===== config.mk =====
export PLATFORM = sky130hd
export DESIGN_NAME = s1423_n95_capture
export DESIGN_NICKNAME = d
export VERILOG_FILES = /design/src/rtl/s1423_pkg.sv /design/src/rtl/s1423_scan_reg.sv /design/src/rtl/s1423_n95_capture.sv
export SDC_FILE = /design/constraint.sdc
export NUM_CORES = 1
export LEC_CHECK = 0
export BUFFER_PORTS_ARGS = -buffer_cell sky130_fd_sc_hd__buf_2
export CORE_UTILIZATION = 56
export CTS_BUF_LIST = sky130_fd_sc_hd__clkbuf_2 sky130_fd_sc_hd__clkbuf_4 sky130_fd_sc_hd__clkbuf_8
export DETAILED_ROUTE_END_ITERATION = 16
export PLACE_DENSITY_LB_ADDON = 0.3
export SYNTH_ARGS = -nofsm -noshare
export SYNTH_HDL_FRONTEND = slang
export SYNTH_SLANG_ARGS = --single-unit
export TNS_END_PERCENT = 30

===== constraint.sdc =====
create_clock -name CK -period 2.1 [get_ports CK]
set_input_delay 0.315 -clock CK [delete_from_list [all_inputs] [get_ports CK]]
set_output_delay 0.315 -clock CK [all_outputs]
set_load 0.01 [all_outputs]

===== src/rtl/s1423_pkg.sv =====
// Shared types and constants for the s1423 n95 capture harness.
// Bit positions of each cone input within the scan vector.
package s1423_pkg;

    localparam int VEC_W_DEF = 31;

    typedef enum logic [2:0] {
        S_IDLE    = 3'd0,
        S_SHIFT   = 3'd1,
        S_SETTLE  = 3'd2,
        S_CAPTURE = 3'd3,
        S_DONE    = 3'd4
    } state_t;

    localparam int IDX_G1  = 0;
    localparam int IDX_G2  = 1;
    localparam int IDX_G3  = 2;
    localparam int IDX_G4  = 3;
    localparam int IDX_G8  = 4;
    localparam int IDX_G32 = 5;
    localparam int IDX_G14 = 6;
    localparam int IDX_G31 = 7;
    localparam int IDX_G30 = 8;
    localparam int IDX_G29 = 9;
    localparam int IDX_G92 = 10;
    localparam int IDX_G28 = 11;
    localparam int IDX_G27 = 12;
    localparam int IDX_G24 = 13;
    localparam int IDX_G25 = 14;
    localparam int IDX_G26 = 15;
    localparam int IDX_G46 = 16;
    localparam int IDX_G90 = 17;
    localparam int IDX_G45 = 18;
    localparam int IDX_G84 = 19;
    localparam int IDX_G78 = 20;
    localparam int IDX_G85 = 21;
    localparam int IDX_G44 = 22;
    localparam int IDX_G64 = 23;
    localparam int IDX_G77 = 24;
    localparam int IDX_G76 = 25;
    localparam int IDX_G43 = 26;
    localparam int IDX_G42 = 27;
    localparam int IDX_G0  = 28;
    localparam int IDX_G75 = 29;
    localparam int IDX_G74 = 30;

endpackage


===== src/rtl/s1423_scan_reg.sv =====
// Serial-in, parallel-out shift register feeding the cone inputs.
// New bits enter at the MSB so the first bit shifted ends up in bit 0.
module s1423_scan_reg #(
    parameter int W = 31
) (
    input  logic         CK,
    input  logic         RST,
    input  logic         shift_en,
    input  logic         sin,
    output logic [W-1:0] q
);

    always_ff @(posedge CK or posedge RST) begin
        if (RST) begin
            q <= '0;
        end else if (shift_en) begin
            q <= {sin, q[W-1:1]};
        end
    end

endmodule


===== src/rtl/s1423_n95_capture.sv =====
// Load/settle/capture harness around the s1423 n95 cone with a
// saturating mismatch counter against a latched golden value.
//
// state     | meaning
// ----------+-------------------------------------------------
// S_IDLE    | waiting for start; cone_vec held
// S_SHIFT   | shifting VEC_W bits from scan_in into cone_vec
// S_SETTLE  | cone_vec frozen for SETTLE_CYCLES cycles
// S_CAPTURE | register n95, compare, update mismatch count
// S_DONE    | one-cycle done pulse, then back to idle
module s1423_n95_capture
    import s1423_pkg::*;
#(
    parameter int VEC_W         = VEC_W_DEF,
    parameter int SETTLE_CYCLES = 1,
    parameter int CNT_W         = 8
) (
    input  logic             CK,
    input  logic             RST,
    input  logic             start,
    input  logic             expected,
    input  logic             scan_in,
    input  logic             n95,
    output logic [VEC_W-1:0] cone_vec,
    output logic             scan_out,
    output logic             busy,
    output logic             done,
    output logic             capture_q,
    output logic             mismatch,
    output logic [CNT_W-1:0] mismatch_cnt
);

    localparam int BCNT_W = $clog2(VEC_W);
    localparam logic [BCNT_W-1:0] BIT_LAST    = BCNT_W'(VEC_W - 1);
    localparam logic [3:0]        SETTLE_LOAD = 4'(SETTLE_CYCLES - 1);

    state_t            state;
    state_t            state_nxt;
    logic              shift_en;
    logic [BCNT_W-1:0] bit_cnt;
    logic [3:0]        settle_cnt;
    logic              exp_q;

    s1423_scan_reg #(.W(VEC_W)) u_scan (
        .CK       (CK),
        .RST      (RST),
        .shift_en (shift_en),
        .sin      (scan_in),
        .q        (cone_vec)
    );

    assign scan_out = cone_vec[0];
    assign busy     = (state != S_IDLE);

    always_comb begin
        state_nxt = state;
        shift_en  = 1'b0;
        case (state)
            S_IDLE: begin
                if (start) state_nxt = S_SHIFT;
            end
            S_SHIFT: begin
                shift_en = 1'b1;
                if (bit_cnt == BIT_LAST) state_nxt = S_SETTLE;
            end
            S_SETTLE: begin
                if (settle_cnt == 4'd0) state_nxt = S_CAPTURE;
            end
            S_CAPTURE: state_nxt = S_DONE;
            S_DONE:    state_nxt = S_IDLE;
            default:   state_nxt = S_IDLE;
        endcase
    end

    always_ff @(posedge CK or posedge RST) begin
        if (RST) begin
            state        <= S_IDLE;
            done         <= 1'b0;
            bit_cnt      <= '0;
            settle_cnt   <= '0;
            exp_q        <= 1'b0;
            capture_q    <= 1'b0;
            mismatch     <= 1'b0;
            mismatch_cnt <= '0;
        end else begin
            state <= state_nxt;
            done  <= (state_nxt == S_DONE);
            case (state)
                S_IDLE: begin
                    if (start) begin
                        exp_q   <= expected;
                        bit_cnt <= '0;
                    end
                end
                S_SHIFT: begin
                    bit_cnt <= bit_cnt + 1'b1;
                    if (state_nxt == S_SETTLE) settle_cnt <= SETTLE_LOAD;
                end
                S_SETTLE: begin
                    if (settle_cnt != 4'd0) settle_cnt <= settle_cnt - 1'b1;
                end
                S_CAPTURE: begin
                    capture_q <= n95;
                    mismatch  <= (n95 != exp_q);
                    // saturate at all-ones rather than wrapping
                    if ((n95 != exp_q) && (mismatch_cnt != {CNT_W{1'b1}}))
                        mismatch_cnt <= mismatch_cnt + 1'b1;
                end
                default: ;
            endcase
        end
    end

endmodule


== After elaboration in Yosys (flattened, before gate mapping) ==
Cells that the tools add are included.

* Shift-type cells: 0
* Divide/modulo/power cells: 0
* Multiplexer cells: 10
* Bitwise operators: 0
* Multipliers: 0
* Add/sub/neg operators: 3
* Eq/ne operators: 11
* $lt $le $gt $ge: 0
* Reductions and logical operators: 11

{| class="wikitable"
|+ Operator list
! cell !! count
|-
| 3-bit one-hot mux with 4 select lines || 1
|-
| 5-bit one-hot mux with 2 select lines || 1
|-
| 3-bit by 2-bit == test with 1-bit output, second input constant || 3
|-
| 3-bit 2-to-1 mux || 3
|-
| 8-bit by 1-bit adder with 8-bit output, second input constant || 1
|-
| 4-bit 2-to-1 mux || 2
|-
| 8-bit inequality test, second input constant || 1
|-
| 4-bit one-hot mux with 2 select lines || 1
|-
| 2-bit inequality test, second input constant || 3
|-
| 2-bit AND reduction || 3
|-
| 5-bit by 1-bit adder with 5-bit output, second input constant || 1
|-
| 5-bit == test, second input constant || 1
|-
| 5-bit 2-to-1 mux || 1
|-
| 4-bit zero test || 1
|-
| 2-bit nonzero test || 2
|-
| 4-bit nonzero test || 1
|-
| 4-bit by 1-bit subtractor with 4-bit output, second input constant || 1
|-
| 3-bit by 1-bit == test with 1-bit output, second input constant || 1
|-
| 3-bit == test, second input constant || 1
|-
| 3-bit zero test || 1
|-
| 3-bit AND reduction || 1
|-
| 3-bit nonzero test || 1
|-
| 1-bit logical AND || 1
|-
| 1-bit 2-to-1 mux || 1
|-
| 1-bit inequality test || 1
|}

* ROM bits: 0
* Input port bits: 6
* Latch bits: 0
* Memories kept: 0
* Register bits after elaboration: 55
* Word-level logic and storage cells: 44
* RAM bits: 0
* Output and inout bits: 44

== Depth between registers and ports, before layout ==
* Word-level depth: 6
* Mapped depth: 6

== By module ==
Synthesis repeated with hierarchy kept, for this count alone.

* Cell total of the unflattened synthesis: 181
* Area total of the unflattened synthesis: 2447.3 µm²

{| class="wikitable"
|+ By module, submodules not included
! module !! instances !! cells each !! area each (µm²)
|-
| s1423_n95_capture || 1 || 115 || 1285.0
|-
| s1423_scan_reg || 1 || 66 || 1162.4
|}

== Least setup slack after synthesis ==
No wires, ideal clock.

* Path kind: reg-to-reg
* Start: reg settle_cnt[0]
* End: reg settle_cnt[3]
* Arrival time: 1.359 ns
* Slack: 0.621 ns
* Buffers on the path: 0
* Stages on the path, launching flop included: 7
* Setup time: 0.121 ns
* Data required time: 1.979 ns
* Cell sequence: dfrtp_1 -> inv_1 -> ha_1 -> or3b_2 -> nand3_1 -> xor2_1 -> nor2_1

* Longest elaborated chain between the ends: 6

{| class="wikitable"
|+ RTL lines
! item !! line !! RTL
|-
| start: declaration || s1423_n95_capture.sv:41 || <nowiki>logic [3:0] settle_cnt;</nowiki>
|-
| start signal: assignment || s1423_n95_capture.sv:100 || <nowiki>if (settle_cnt != 4'd0) settle_cnt <= settle_cnt - 1'b1;</nowiki>
|-
| 4-bit zero test || s1423_n95_capture.sv:67 || <nowiki>if (settle_cnt == 4'd0) state_nxt = S_CAPTURE;</nowiki>
|-
| 3-bit 2-to-1 mux || s1423_n95_capture.sv:67 ||
|-
| 3-bit one-hot mux with 4 select lines || s1423_n95_capture.sv:58 || <nowiki>case (state)</nowiki>
|-
| 3-bit by 2-bit == test with 1-bit output || s1423_n95_capture.sv:97 || <nowiki>if (state_nxt == S_SETTLE) settle_cnt <= SETTLE_LOAD;</nowiki>
|-
| 2-bit inequality test (no line) || -- ||
|-
| 3-bit AND reduction (no line) || -- ||
|}

Several ways; a longest one is shown, not always the timed one. The select of a mux whose other input is x is not followed.
A chain may end at the register's enable or synchronous reset.

== Worst setup path after layout ==
* Start: reg state[0]
* End: out busy

* Longest elaborated chain between the ends: 1

{| class="wikitable"
|+ RTL lines
! item !! line !! RTL
|-
| start: declaration || s1423_n95_capture.sv:37 || <nowiki>state_t state;</nowiki>
|-
| start signal: assignment || s1423_n95_capture.sv:86 || <nowiki>state <= state_nxt;</nowiki>
|-
| 3-bit nonzero test || s1423_n95_capture.sv:53 || <nowiki>assign busy = (state != S_IDLE);</nowiki>
|-
| end: declaration || s1423_n95_capture.sv:26 || <nowiki>output logic busy,</nowiki>
|}

No other way between the ends.

==> run_results.csv <==
group,metric,value,unit
sta,finalClockSkew,0.003833,ns
floorplanning,rows,23,
logic_synthesis,yosys-top-cells-area,"dfrtp_1, nand2_1, ha_1",
logic_synthesis,synthFlopType,"dfrtp_1",
route,wl_per_cell,11.79,um
floorplanning,die_h,67.38,um
sta,maxSlewHeadroom,62.21,%
sta,min_period,1.647,ns
logic_synthesis,muxShareOfSynthArea,2.718,%
finish,finish.net_count,307,
clock_tree,clockBufferDepth,2,
floorplanning,pin_count,50,
floorplanning,die-area,4539,um^2
logic_synthesis,yosysSeqAreaShare,57.50,%
clock_tree,cts_resized,0,
route,drt_iter0_drc,118,
place,place_hpwl,2.886,mm
route,remaining_drc_errors,0,
finish,final_cell_mix,"nand2_1, dfrtp_1, buf_2",
route,drt-total-wl,4.079,mm
route,ant_nets,0,
logic_synthesis,async_flop_share,100.0,%
global_routing,overflow,0,
logic_synthesis,synth_xor_xnor_area_share,2.561,%
worst_hold_path,worstHoldPathType,"input pin to asynchronous set/reset pin",
clock_tree,root_buffer,"clkbuf_8",
finish,seq_area,1376,um^2
clock_tree,cts_hold_buf,0,
clock_tree,postCtsSetupRepairBufs,0,
logic_synthesis,synth_edf_count,0,
critical_path,cp_top_family,"flip-flops",
critical_path,critPathRequiredTime,1.78,ns
sta,finalSetupViolCount,0,
floorplanning,core_area,4058,um^2
floorplanning,start_util,58.99,%
critical_path,cp_slowest_stage_delay,0.47,ns
clock_tree,clk_latency,0.30,ns
finish,antenna_cells,0,
place,dp.cells,339,
critical_path,crit_type,"flip-flop to primary output",
clock_tree,clock-sinks,55,
logic_synthesis,synth_top_area_share,57.50,%
logic_synthesis,ys_ff_latch,55,
power,p_leak,1.508,nW
global_routing,grt_usage,20.23,%
sta,finalCritPeriodShare,78.43,%
logic_synthesis,yosysWarningCount,0,
logic_synthesis,netlist_area,2394,um^2
finish,fill_cells,333,
logic_synthesis,synth-adder-area-share,2.614,%
finish,drive_above_1_share,23.31,%
clock_tree,numCtsBuffers,5,
place,place_congestion,0.7805,
global_routing,grt_antenna_before_repair,0,
sta,worstMarginPinSlew,0.5609,ns
finish,area_delta_synth_final,14.69,%
sta,setup_tns,0,ns
job,drv_cap,0,
logic_synthesis,synth_compound_area_share,4.705,%
logic_synthesis,yosysTopAreaCell,"dfrtp_1",
logic_synthesis,synth_fp_nets,258,
global_routing,grt_first_pass_wirelength,6.865,mm
finish,final_cells,346,
place,io_buffer_count,49,
critical_path,critPathSlowestCell,"dfrtp_1",
clock_tree,htreeDepth,2,
critical_path,endpoint_kind,"primary output",
clock_tree,cts_tree,"yes",
finish,multi_input_area,919.6,um^2
logic_synthesis,syn_avg_cell_area,9.690,um^2
route,firstDrtPassIters,4,
sta,finalHoldViolCount,0,
critical_path,crit_buf_inv,1,
critical_path,worstPathCellList,"or3_1 > buf_2",
route,num_vias,1764,
global_routing,grt_max_degree,40,
logic_synthesis,synth_top_family_by_area,"simple AND/OR/NAND/NOR gates",
power,p_per_area,1192,nW/um^2
clock_tree,cts.reportedPaths.clkPinSlew,0.09,ns
status,status,"finished, final reports clean",
finish,layout_commonest_cell,"nand2_1",
floorplanning,die_w,67.38,um
logic_synthesis,synthCells,247,
logic_synthesis,synthSimpleGateAreaFrac,25.82,%
critical_path,crit_fanout,9,
sta,grt_setup_unrepaired,"false",
logic_synthesis,ys_types,38,
sta,slew_violations,0,
critical_path,cp_data_arrival_time,1.33,ns
power,max-vdd-ir-drop,0.0006771,V
sta,fmax,607.1,MHz
global_routing,grt_pass1_vias,1593,
critical_path,cp-start-kind,"flip-flop",
route,post_drt_via_cell_ratio,5.098,
[worst reg2reg max path, stage by stage (launching register included)]
cell      delay [ns]
dfrtp_1         0.48
or3b_4          0.61
o21bai_2        0.26
a21o_1          0.13
o21ai_1         0.05
[logic make-up (layout without fill, tap and decap cells)]
logic type               Yosys count  after routing
AND/OR/NAND/NOR                  140            140
adder cells (fa/ha/maj)            5              5
flip-flops                        55             55
multiplexers                       6              6
XOR/XNOR                           7              7
buffers and inverters             16             65
AO/OA/AOI/OAI                     18             18
[per-stage QoR]
step	util (%)	hold WS [ns]	cell area, um^2	setup WS (ns)	total power, mW
floorplan	-	0.4204	2394	0.4421	2.364
global placement	65.49	0.3527	2658	0.5093	2.702
detailed placement	65.49	0.3536	2658	0.4707	2.746
CTS	67.65	0.02347	2745	0.4482	3.317
global route	67.65	0.04723	2745	0.3715	3.552
finish	67.65	0.01162	2745	0.4529	3.273
[synthesized netlist by cell type (3+ instances only)]
library cell and instances:
nand2_1 107, dfrtp_1 55, inv_1 7, nor2_1 7, o21ai_1 7, nand3_1 6
ha_1 5, buf_6 4, nand4_1 4, xnor2_1 4, a21oi_1 3, buf_2 3
xor2_1 3
[per-layer routing]
layer,wire (um),global-route usage [%],vias up
met5,0,0,-
met4,57,7.979,0
met3,171,4.392,8
met2,1986,33.50,37
met1,1864,25.75,831
li1,-,-,888
[power by group]
part / switching, mW / leakage, nW / internal, mW
sequential: 0.274 / 0.707 / 1.40
clock: 0.312 / 0.0470 / 0.259
combinational: 0.608 / 0.754 / 0.419
[flip-flops by register name, indices dropped and copies added (netlist names)]
register	count
u_scan.q	31
mismatch_cnt	8
bit_cnt	5
settle_cnt	4
state	3
capture_q	1
done	1
exp_q	1
mismatch	1
[area by class of cell]
| type | count | share of cell area [%] |
|---|---|---|
| Clock buffer | 6 | 3.008 |
| Clock inverter | 1 | 0.1823 |
| Inverter | 7 | 0.9572 |
| Multi-Input combinational cell | 176 | 33.50 |
| Sequential cell | 55 | 50.14 |
| Tap cell | 50 | 2.279 |
| Timing Repair Buffer | 51 | 9.936 |
[final timing paths]
kind	from	to	slack, ns	depth (start not counted)
worst max-delay path	state[0]	busy	0.45	2
worst min-delay path	RST	mismatch_cnt[7]	0.01	2
worst max register to register	state[0]	settle_cnt[1]	0.47	4
worst min register to register	capture_q	capture_q	0.48	2
max in group asynchronous	RST	u_scan.q[14]	1.56	3
min in group CK	scan_in	u_scan.q[30]	0.19	3
No activity file was read; power rests on OpenSTA's default activity.
